===== src/rtl/timer_pkg.sv =====
// Shared constants and types for the 8051 timer control block.
// Latency: n/a (declarations only).
// Backpressure: n/a.
package timer_pkg;

    localparam logic [7:0] TCON_ADDR = 8'h88;
    localparam logic [7:0] TMOD_ADDR = 8'h89;

    localparam int TF1 = 7;
    localparam int TR1 = 6;
    localparam int TF0 = 5;
    localparam int TR0 = 4;

    localparam int GATE = 3;
    localparam int CT   = 2;
    localparam int M1   = 1;
    localparam int M0   = 0;

    localparam int PRESCALE_DEF    = 12;
    localparam int SYNC_STAGES_DEF = 2;

    typedef struct packed {
        logic       gate;
        logic       ct;
        logic [1:0] mode;
    } tmode_t;

endpackage


===== src/rtl/pin_sync_edge.sv =====
// Synchronises one asynchronous pin and flags its falling edges.
// Latency: level valid SYNC_STAGES clocks after the pin; fall is combinational on level.
// Backpressure: none.
module pin_sync_edge #(
    parameter int SYNC_STAGES = 2
) (
    input  logic clk,
    input  logic rst,
    input  logic pin,
    output logic level,
    output logic fall
);

    logic [SYNC_STAGES-1:0] sync_q;
    logic                   prev_q;

    // Reset to 1 so an idle-high pin never produces a spurious fall after reset.
    always_ff @(posedge clk) begin
        if (rst) begin
            sync_q <= '1;
            prev_q <= 1'b1;
        end else begin
            sync_q[0] <= pin;
            for (int i = 1; i < SYNC_STAGES; i++) begin
                sync_q[i] <= sync_q[i-1];
            end
            prev_q <= sync_q[SYNC_STAGES-1];
        end
    end

    assign level = sync_q[SYNC_STAGES-1];
    assign fall  = prev_q & ~level;

endmodule


===== src/rtl/timer_ctrl.sv =====
// TCON/TMOD ownership, prescaler, run qualification and tick generation for T0/T1.
// Latency: ticks registered one clock after their source; SFR writes visible next cycle.
// Backpressure: none; overflow pulses and acks are always accepted.
module timer_ctrl
    import timer_pkg::*;
#(
    parameter int PRESCALE    = PRESCALE_DEF,
    parameter int SYNC_STAGES = SYNC_STAGES_DEF
) (
    input  logic       clk,
    input  logic       rst,
    input  logic [7:0] sfr_addr,
    input  logic       sfr_wr,
    input  logic [7:0] sfr_wdata,
    output logic [7:0] sfr_rdata,
    input  logic       t0_pin,
    input  logic       t1_pin,
    input  logic       int0_n,
    input  logic       int1_n,
    input  logic       t0_ovf,
    input  logic       t1_ovf,
    output logic       t0_tick,
    output logic       t1_tick,
    output logic [3:0] t0_mode,
    output logic [3:0] t1_mode,
    output logic [3:0] tcon_low,
    output logic       irq_t0,
    output logic       irq_t1,
    input  logic [1:0] irq_ack
);

    localparam int PW = (PRESCALE > 1) ? $clog2(PRESCALE) : 1;

    logic [PW-1:0] pre_q;
    logic          mc_pulse;
    logic [7:0]    tcon_q, tcon_d;
    logic [7:0]    tmod_q;
    tmode_t        t0_m, t1_m;
    logic          t0_lvl_unused, t1_lvl_unused;
    logic          int0_fall_unused, int1_fall_unused;
    logic          t0_fall, t1_fall, int0_lvl, int1_lvl;
    logic          run0, run1, src0, src1, t1_halt;

    pin_sync_edge #(.SYNC_STAGES(SYNC_STAGES)) u_sync_t0 (
        .clk(clk), .rst(rst), .pin(t0_pin), .level(t0_lvl_unused), .fall(t0_fall));
    pin_sync_edge #(.SYNC_STAGES(SYNC_STAGES)) u_sync_t1 (
        .clk(clk), .rst(rst), .pin(t1_pin), .level(t1_lvl_unused), .fall(t1_fall));
    pin_sync_edge #(.SYNC_STAGES(SYNC_STAGES)) u_sync_int0 (
        .clk(clk), .rst(rst), .pin(int0_n), .level(int0_lvl), .fall(int0_fall_unused));
    pin_sync_edge #(.SYNC_STAGES(SYNC_STAGES)) u_sync_int1 (
        .clk(clk), .rst(rst), .pin(int1_n), .level(int1_lvl), .fall(int1_fall_unused));

    assign mc_pulse = (pre_q == PW'(PRESCALE - 1));

    always_ff @(posedge clk) begin
        if (rst) begin
            pre_q <= '0;
        end else begin
            pre_q <= mc_pulse ? '0 : pre_q + 1'b1;
        end
    end

    // Later assignments win: overflow beats ack, ack beats a software write.
    always_comb begin
        tcon_d = tcon_q;
        if (sfr_wr && (sfr_addr == TCON_ADDR)) tcon_d = sfr_wdata;
        if (irq_ack[0]) tcon_d[TF0] = 1'b0;
        if (irq_ack[1]) tcon_d[TF1] = 1'b0;
        if (t0_ovf)     tcon_d[TF0] = 1'b1;
        if (t1_ovf)     tcon_d[TF1] = 1'b1;
    end

    assign t0_m    = tmode_t'(tmod_q[3:0]);
    assign t1_m    = tmode_t'(tmod_q[7:4]);
    assign run0    = tcon_q[TR0] & (~t0_m.gate | int0_lvl);
    assign run1    = tcon_q[TR1] & (~t1_m.gate | int1_lvl);
    assign src0    = t0_m.ct ? t0_fall : mc_pulse;
    assign src1    = t1_m.ct ? t1_fall : mc_pulse;
    assign t1_halt = (t1_m.mode == 2'b11);

    always_ff @(posedge clk) begin
        if (rst) begin
            tcon_q  <= 8'h00;
            tmod_q  <= 8'h00;
            t0_tick <= 1'b0;
            t1_tick <= 1'b0;
        end else begin
            tcon_q  <= tcon_d;
            if (sfr_wr && (sfr_addr == TMOD_ADDR)) tmod_q <= sfr_wdata;
            t0_tick <= run0 & src0;
            t1_tick <= run1 & src1 & ~t1_halt;
        end
    end

    always_comb begin
        sfr_rdata = 8'h00;
        case (sfr_addr)
            TCON_ADDR: sfr_rdata = tcon_q;
            TMOD_ADDR: sfr_rdata = tmod_q;
            default:   sfr_rdata = 8'h00;
        endcase
    end

    assign t0_mode  = tmod_q[3:0];
    assign t1_mode  = tmod_q[7:4];
    assign tcon_low = tcon_q[3:0];
    assign irq_t0   = tcon_q[TF0];
    assign irq_t1   = tcon_q[TF1];

endmodule

===== config.mk =====
export PLATFORM = sky130hd
export DESIGN_NAME = timer_ctrl
export DESIGN_NICKNAME = d
export VERILOG_FILES = /design/src/rtl/timer_pkg.sv /design/src/rtl/pin_sync_edge.sv /design/src/rtl/timer_ctrl.sv
export SDC_FILE = /design/constraint.sdc
export NUM_CORES = 1
export LEC_CHECK = 0
export BUFFER_PORTS_ARGS = -buffer_cell sky130_fd_sc_hd__buf_2
export CAP_MARGIN = 10
export CORE_AREA = 2 2 58 60
export CTS_BUF_LIST = sky130_fd_sc_hd__clkbuf_2 sky130_fd_sc_hd__clkbuf_4 sky130_fd_sc_hd__clkbuf_8
export CTS_CLUSTER_SIZE = 24
export DETAILED_ROUTE_END_ITERATION = 7
export DIE_AREA = 0 0 60 62
export HOLD_SLACK_MARGIN = 0.03
export PLACE_DENSITY = 0.84
export SYNTH_ARGS = -nofsm -noshare
export SYNTH_HDL_FRONTEND = slang
export SYNTH_HIERARCHICAL = 1
export SYNTH_SLANG_ARGS = --single-unit

===== constraint.sdc =====
create_clock -name clk -period 2 [get_ports clk]
set_input_delay 0.4 -clock clk [delete_from_list [all_inputs] [get_ports clk]]
set_output_delay 0.4 -clock clk [all_outputs]
set_load 0.005 [all_outputs]

==> impl_metrics.json, run 1 <==
{
  "outcome": "finished clean",
  "die_h_um": 62,
  "critPathLaunchType": "input port",
  "power_w": 0.001166,
  "numPortBuffers": 50,
  "hold_path.class": "in -> reg",
  "setup-tns-final_ns": 0,
  "cap_violations": 0,
  "cts_tree": "built",
  "end_kind": "output pin",
  "p_switching_w": 0.0002665,
  "grt_start_max_net_pins": 33,
  "timing.slew.headroom": 0.6735,
  "cts-root-buf": "clkbuf_4",
  "drc_errors": 0,
  "netlist_instances": 146,
  "min_period_ns": 1.856,
  "core_um2": 3179,
  "fin_nets": 224,
  "cts_setup_buffers": 0,
  "gp_congestion": 0.8189,
  "rows": 21,
  "syn_nets": 174,
  "slew_viol_final": 0,
  "critical_path_class": "in -> out",
  "clk_pin_slew_ns": 0.08,
  "setup_violations": 0,
  "hpwl_mm": 2.415,
  "synth_area_um2": 1446,
  "drt-initial-drc-count": 61,
  "n_fill_cell": 278,
  "viasPerCell": 5.442,
  "clock_skew_ns": 0.01081,
  "io_pins": 51,
  "power_density_nw_per_um2": 646.8,
  "pwr-share-comb": 0.088,
  "grt_overflow": 0,
  "hold_viol": 0,
  "clkLatencyLatePin_ns": 0.32,
  "vdd_ir_drop_max_uv": 456.5,
  "cp_max_fo": 4,
  "p_sw_frac": 0.2286,
  "p_leak_nw": 0.7447,
  "grt_pass1_wl_mm": 5.140,
  "drtPass1Iterations": 4,
  "seq_power_share": 0.568,
  "antenna_found_initial": 0,
  "post_drt_wl_per_cell_um": 13.90,
  "syn_area_per_cell_um2": 9.907,
  "p_clk_frac": 0.344,
  "drt-total-wl_mm": 3.363,
  "fp.dieArea_um2": 3720,
  "area_growth_pct": 24.65,
  "clkSinkCount": 32,
  "cp.arrival_ns": 1.46,
  "die_w_um": 60,
  "timing.fmax_ghz": 0.5387,
  "numCtsBuffers": 5,
  "final_area_um2": 1803,
  "worst_pin_slew_ns": 0.4898,
  "final_util": 0.5671,
  "layout-drive-gt1-share": 0.3673,
  "via_count": 1317,
  "grt_pass1_vias": 1154,
  "start_util": 0.4549,
  "cellInternalPower_w": 0.0008996,
  "antenna_left": 0,
  "required_ns": 1.60,
  "period_share": 0.9281,
  "cts_max_path_buffers": 2,
  "track_usage": 0.1897,
  "placed_cell_area_um2": 1723,
  "ys_warn_count": 6,
  "htree_levels": 2,
  "rsz0062_at_grt": "false",
  "antenna_cells": 0
}
-- cell type report --
| type | instances | area, µm² | share of cell area |
|---|---|---|---|
| Clock buffer | 7 | 65.06 | 0.03609 |
| Inverter | 3 | 11.26 | 0.006246 |
| Multi-Input combinational cell | 94 | 703.2 | 0.3900 |
| Sequential cell | 32 | 640.6 | 0.3553 |
| Tap cell | 46 | 57.56 | 0.03192 |
| Timing Repair Buffer | 60 | 325.3 | 0.1804 |
-- path summary, 6_finish.rpt --
check                      startpoint                    end  slack [ns]  depth (start not counted)
setup / recovery          sfr_addr[5]           sfr_rdata[4]        0.14                          6
hold / removal                 int0_n  u_sync_int0/sync_q[0]        0.26                          2
setup reg to reg             pre_q[0]                t0_tick        0.69                          4
hold reg to reg   u_sync_t1/sync_q[0]    u_sync_t1/sync_q[1]        0.41                          1
-- power by group through the flow --
stage | Sequential [W] | Combinational (W) | Clock [W]
floorplan | 0.000675 | 0.0000524 | 0
global placement | 0.000676 | 0.0000966 | 0
detailed placement | 0.000677 | 0.0000980 | 0
CTS | 0.000662 | 0.0000985 | 0.000407
global route | 0.000665 | 0.000114 | 0.000435
finish | 0.000662 | 0.000102 | 0.000402
-- critical path, cell delays in order --
cell	delay, ns
buf_2	0.12
nor4b_4	0.33
and2_1	0.20
buf_4	0.13
a22o_1	0.16
buf_2	0.12
-- stage by stage --
stage	cells	hold WS [ns]	setup slack [ns]
floorplan	146	0.3854	0.1500
global placement	235	0.3876	0.1173
detailed placement	235	0.3936	0.06867
CTS	242	0.2375	0.06749
global route	242	0.2418	0.04780
finish	242	0.2552	0.1438
-- cells in the final DEF (no fill, tap or decap), types with 2 or more instances in the layout --
| cell type | count |
|---|---|
| clkbuf_8 | 2 |
| a21oi_1 | 15 |
| dfxtp_1 | 32 |
| nor2b_1 | 3 |
| and3b_1 | 2 |
| clkbuf_4 | 5 |
| buf_4 | 10 |
| or2_1 | 10 |
| o31ai_1 | 15 |
| nor2_1 | 2 |
| inv_1 | 3 |
| mux2i_1 | 3 |
| nand4_1 | 14 |
| a41oi_1 | 2 |
| buf_2 | 50 |
| a221oi_1 | 2 |
| a22o_1 | 8 |
| nor4b_4 | 2 |
-- timing repair --
action,CTS,global route
endpoints found under the setup margin,0,2
hold buffers,0,0
hold endpoints to repair,0,0
gates resized for setup,0,2
-- state kept, by name, summed over array words and instances (netlist names) --
name                count
t1_tick                 1
u_sync_int1/sync_q      2
u_sync_t1/sync_q        2
u_sync_t0/sync_q        2
u_sync_t1/prev_q        1
t0_tick                 1
pre_q                   4
u_sync_int0/sync_q      2
u_sync_t0/prev_q        1
tmod_q                  8
tcon_q                  8
-- routing by layer --
layer,share of wire,track usage,up-vias
li1,-,-,651
met4,0.0045,0.05714,0
met1,0.43,0.2226,608
met3,0.078,0.07039,2
met5,0,0,-
met2,0.49,0.3245,56
Power figures use the tool's default switching activity.
==> run 2: changes to the inputs <==
--- a/config.mk
+++ b/config.mk
@@ -16,5 +16,4 @@
 export PLACE_DENSITY = 0.84
 export SYNTH_ARGS = -nofsm -noshare
 export SYNTH_HDL_FRONTEND = slang
-export SYNTH_HIERARCHICAL = 1
 export SYNTH_SLANG_ARGS = --single-unit
==> run 2 against run 1 <==
Compared with the run above:
- sequential power is essentially flat
- synthesized cell count increased by 1.4%
- first-iteration DRC count fell by 41%
- critical endpoint is now sfr_rdata[6]
- area after synthesis rose by 4.4%
- die area unchanged
- total power up 9.6%
- final area rose by 6.2%
- the flow now finishes with violations (negative setup slack)
- largest cell class unchanged
- clock-buffer cell count decreased by 1
- combinational power grew 19%
- utilization up 3.5 points
- critical path depth down 1
- routed wire length increased by 3.5%
==> impl_metrics.json, run 2 <==
{
  "antenna_cells": 0,
  "r2r_cells": 3,
  "cts-root-buf": "clkbuf_4",
  "worst_r2r_startpoint": "pre_q[0]",
  "ctsHoldBuffers": 0,
  "drc_errors": 0,
  "synth_mux_area_frac": 0.006628,
  "clkSinkCount": 32,
  "cp_max_fo": 8,
  "viasPerCell": 5.442,
  "reg2reg_to": "pre_q[3]",
  "rsz0062_at_grt": "true",
  "reg2reg_setup_slack_ns": 0.75,
  "rows": 21,
  "ys.flop_type": "dfxtp_1",
  "grt_pass1_wl_mm": 5.188,
  "end_kind": "output pin",
  "synth-seq-cells": 32,
  "fin_nets": 230,
  "netlist_top_cells_area": "dfxtp_1 42%, o31ai_2 8.3%, nand4_1 5.8%",
  "synth_area_um2": 1510,
  "drt-initial-drc-count": 36,
  "drt-total-wl_mm": 3.482,
  "fp.dieArea_um2": 3720,
  "grt_pass1_vias": 1191,
  "clock_skew_ns": 0.01386,
  "track_usage": 0.1909,
  "synth_fa_ha_area_frac": 0.008285,
  "worst_pin_slew_ns": 0.6470,
  "setup_violations": 1,
  "clkLatencyLatePin_ns": 0.34,
  "clk_pin_slew_ns": 0.11,
  "ys_seq_area_frac": 0.4242,
  "synthTopCellsByCount": "32 x dfxtp_1, 16 x a21oi_1, 14 x nand4_1",
  "drtPass1Iterations": 4,
  "layout_setup_ws_ns": -0.006767,
  "timing.fmax_ghz": 0.4983,
  "grt_overflow": 0,
  "required_ns": 1.60,
  "mostFrequentLayoutCells": "47 x buf_2, 32 x dfxtp_1, 16 x a21oi_1",
  "io_pins": 51,
  "power_density_nw_per_um2": 666.9,
  "grt_start_max_net_pins": 33,
  "area_growth_pct": 26.84,
  "slew_viol_final": 0,
  "reg_top3": "tcon_q x8, tmod_q x8, pre_q x4",
  "setup-tns-final_ns": -0.006767,
  "final_area_um2": 1916,
  "async_reset_ff_frac": 0,
  "timing.slew.headroom": 0.5682,
  "hold_depth": 2,
  "cp.arrival_ns": 1.61,
  "post_drt_wl_per_cell_um": 13.98,
  "htree_levels": 2,
  "antenna_left": 0,
  "layout-drive-gt1-share": 0.4877,
  "critical_path_class": "in -> out",
  "p_leak_nw": 0.7898,
  "antenna_found_initial": 0,
  "netlist_instances": 148,
  "synth_top_family_by_area": "compound AO/OA/AOI/OAI gates",
  "vdd_ir_drop_max_uv": 369.5,
  "outcome": "finished, violations left",
  "violations": "negative setup slack",
  "layout_commonest_cell": "buf_2",
  "numPortBuffers": 50,
  "period_share": 1.003,
  "cts_tree": "built",
  "core_um2": 3179,
  "synth_top_area_cell": "dfxtp_1",
  "hold_path.class": "in -> reg",
  "syn_area_per_cell_um2": 10.20,
  "syn_nets": 176,
  "placed_cell_area_um2": 1798,
  "die_w_um": 60,
  "yosys.area_share.simple": 0.2303,
  "cap_violations": 0,
  "synth_most_common_cell": "dfxtp_1",
  "hp-start": "irq_ack[1]",
  "cts_max_path_buffers": 2,
  "synth_cell_types": 33,
  "synth_edf_count": 0,
  "worstHoldEndpoint": "tcon_q[7]",
  "synth_compound_area_frac": 0.2502,
  "hold_viol": 0,
  "die_h_um": 62,
  "synth-xor-area-share": 0,
  "min_period_ns": 2.007,
  "gp_congestion": 0.7727,
  "via_count": 1355,
  "numCtsBuffers": 5,
  "hpwl_mm": 2.430,
  "start_util": 0.4750,
  "critPathLaunchType": "input port",
  "synth_top_area_share": 0.4242,
  "ys_warn_count": 0
}
-- run 2: area by class of cell --
type,instances,area (µm²)
clock buffer,6,45.04
sequential,32,640.6
multi-input combinational,97,759.5
tap,46,57.56
fill,273,1264
clock inverter,2,35.03
timing repair buffer,63,366.6
inverter,3,11.26
-- run 2: power breakdown --
part	internal (W)	switching (W)	leakage [nW]
Sequential	0.000654	0.00000868	0.261
Combinational	0.0000591	0.0000615	0.483
Clock	0.000276	0.000219	0.0456
-- run 2: worst max path at each step --
stage / from / end / slack [ns]
detailed placement: sfr_addr[5] / sfr_rdata[6] / -0.13
finish: sfr_addr[4] / sfr_rdata[6] / -0.007
global route: sfr_addr[2] / sfr_rdata[7] / -0.04
floorplan: sfr_addr[5] / sfr_rdata[0] / 0.18
global placement: sfr_addr[5] / sfr_rdata[6] / -0.11
CTS: sfr_addr[1] / sfr_rdata[6] / 0.001
-- run 2: metal layers --
metal | GRT usage | up-vias | routed length (µm)
li1 | - | 670 | -
met1 | 0.2225 | 628 | 1440
met2 | 0.3168 | 50 | 1724
met3 | 0.06832 | 7 | 250
met4 | 0.08571 | 0 | 67
met5 | 0 | - | 0
-- run 2: worst max-delay path, stage by stage --
cell and delay [ns]:
buf_6 0.09, or4b_4 0.57, nor2_4 0.25, a22o_1 0.18, buf_2 0.11
-- run 2: through the flow --
step / total power (W) / hold slack [ns] / util / std cells / setup WS, ns
2_1_floorplan: 0.0007361 / 0.3895 / - / 148 / 0.1779
3_5_place_dp: 0.0007895 / 0.3988 / 0.5655 / 240 / -0.1294
3_3_place_gp: 0.0007860 / 0.3912 / 0.5655 / 240 / -0.1079
6_report: 0.001278 / 0.2458 / 0.6025 / 249 / -0.006767
5_1_grt: 0.001316 / 0.2310 / 0.6025 / 249 / -0.04078
4_1_cts: 0.001281 / 0.2324 / 0.5982 / 248 / 0.001056
-- run 2: kinds of logic (layout without fill, tap and decap cells) --
kind of cell | after synthesis | after routing
flops | 32 | 32
buf+inv | 19 | 74
compound gates | 48 | 48
simple gates | 47 | 47
fa+ha+maj | 1 | 1
mux | 1 | 1
-- run 2: timing repair --
action | in CTS | in global routing
setup buffers | 0 | 1
pin swaps | 5 | 7
endpoints found under the setup margin | 8 | 8
cloned | 0 | 0
gates resized for setup | 5 | 1
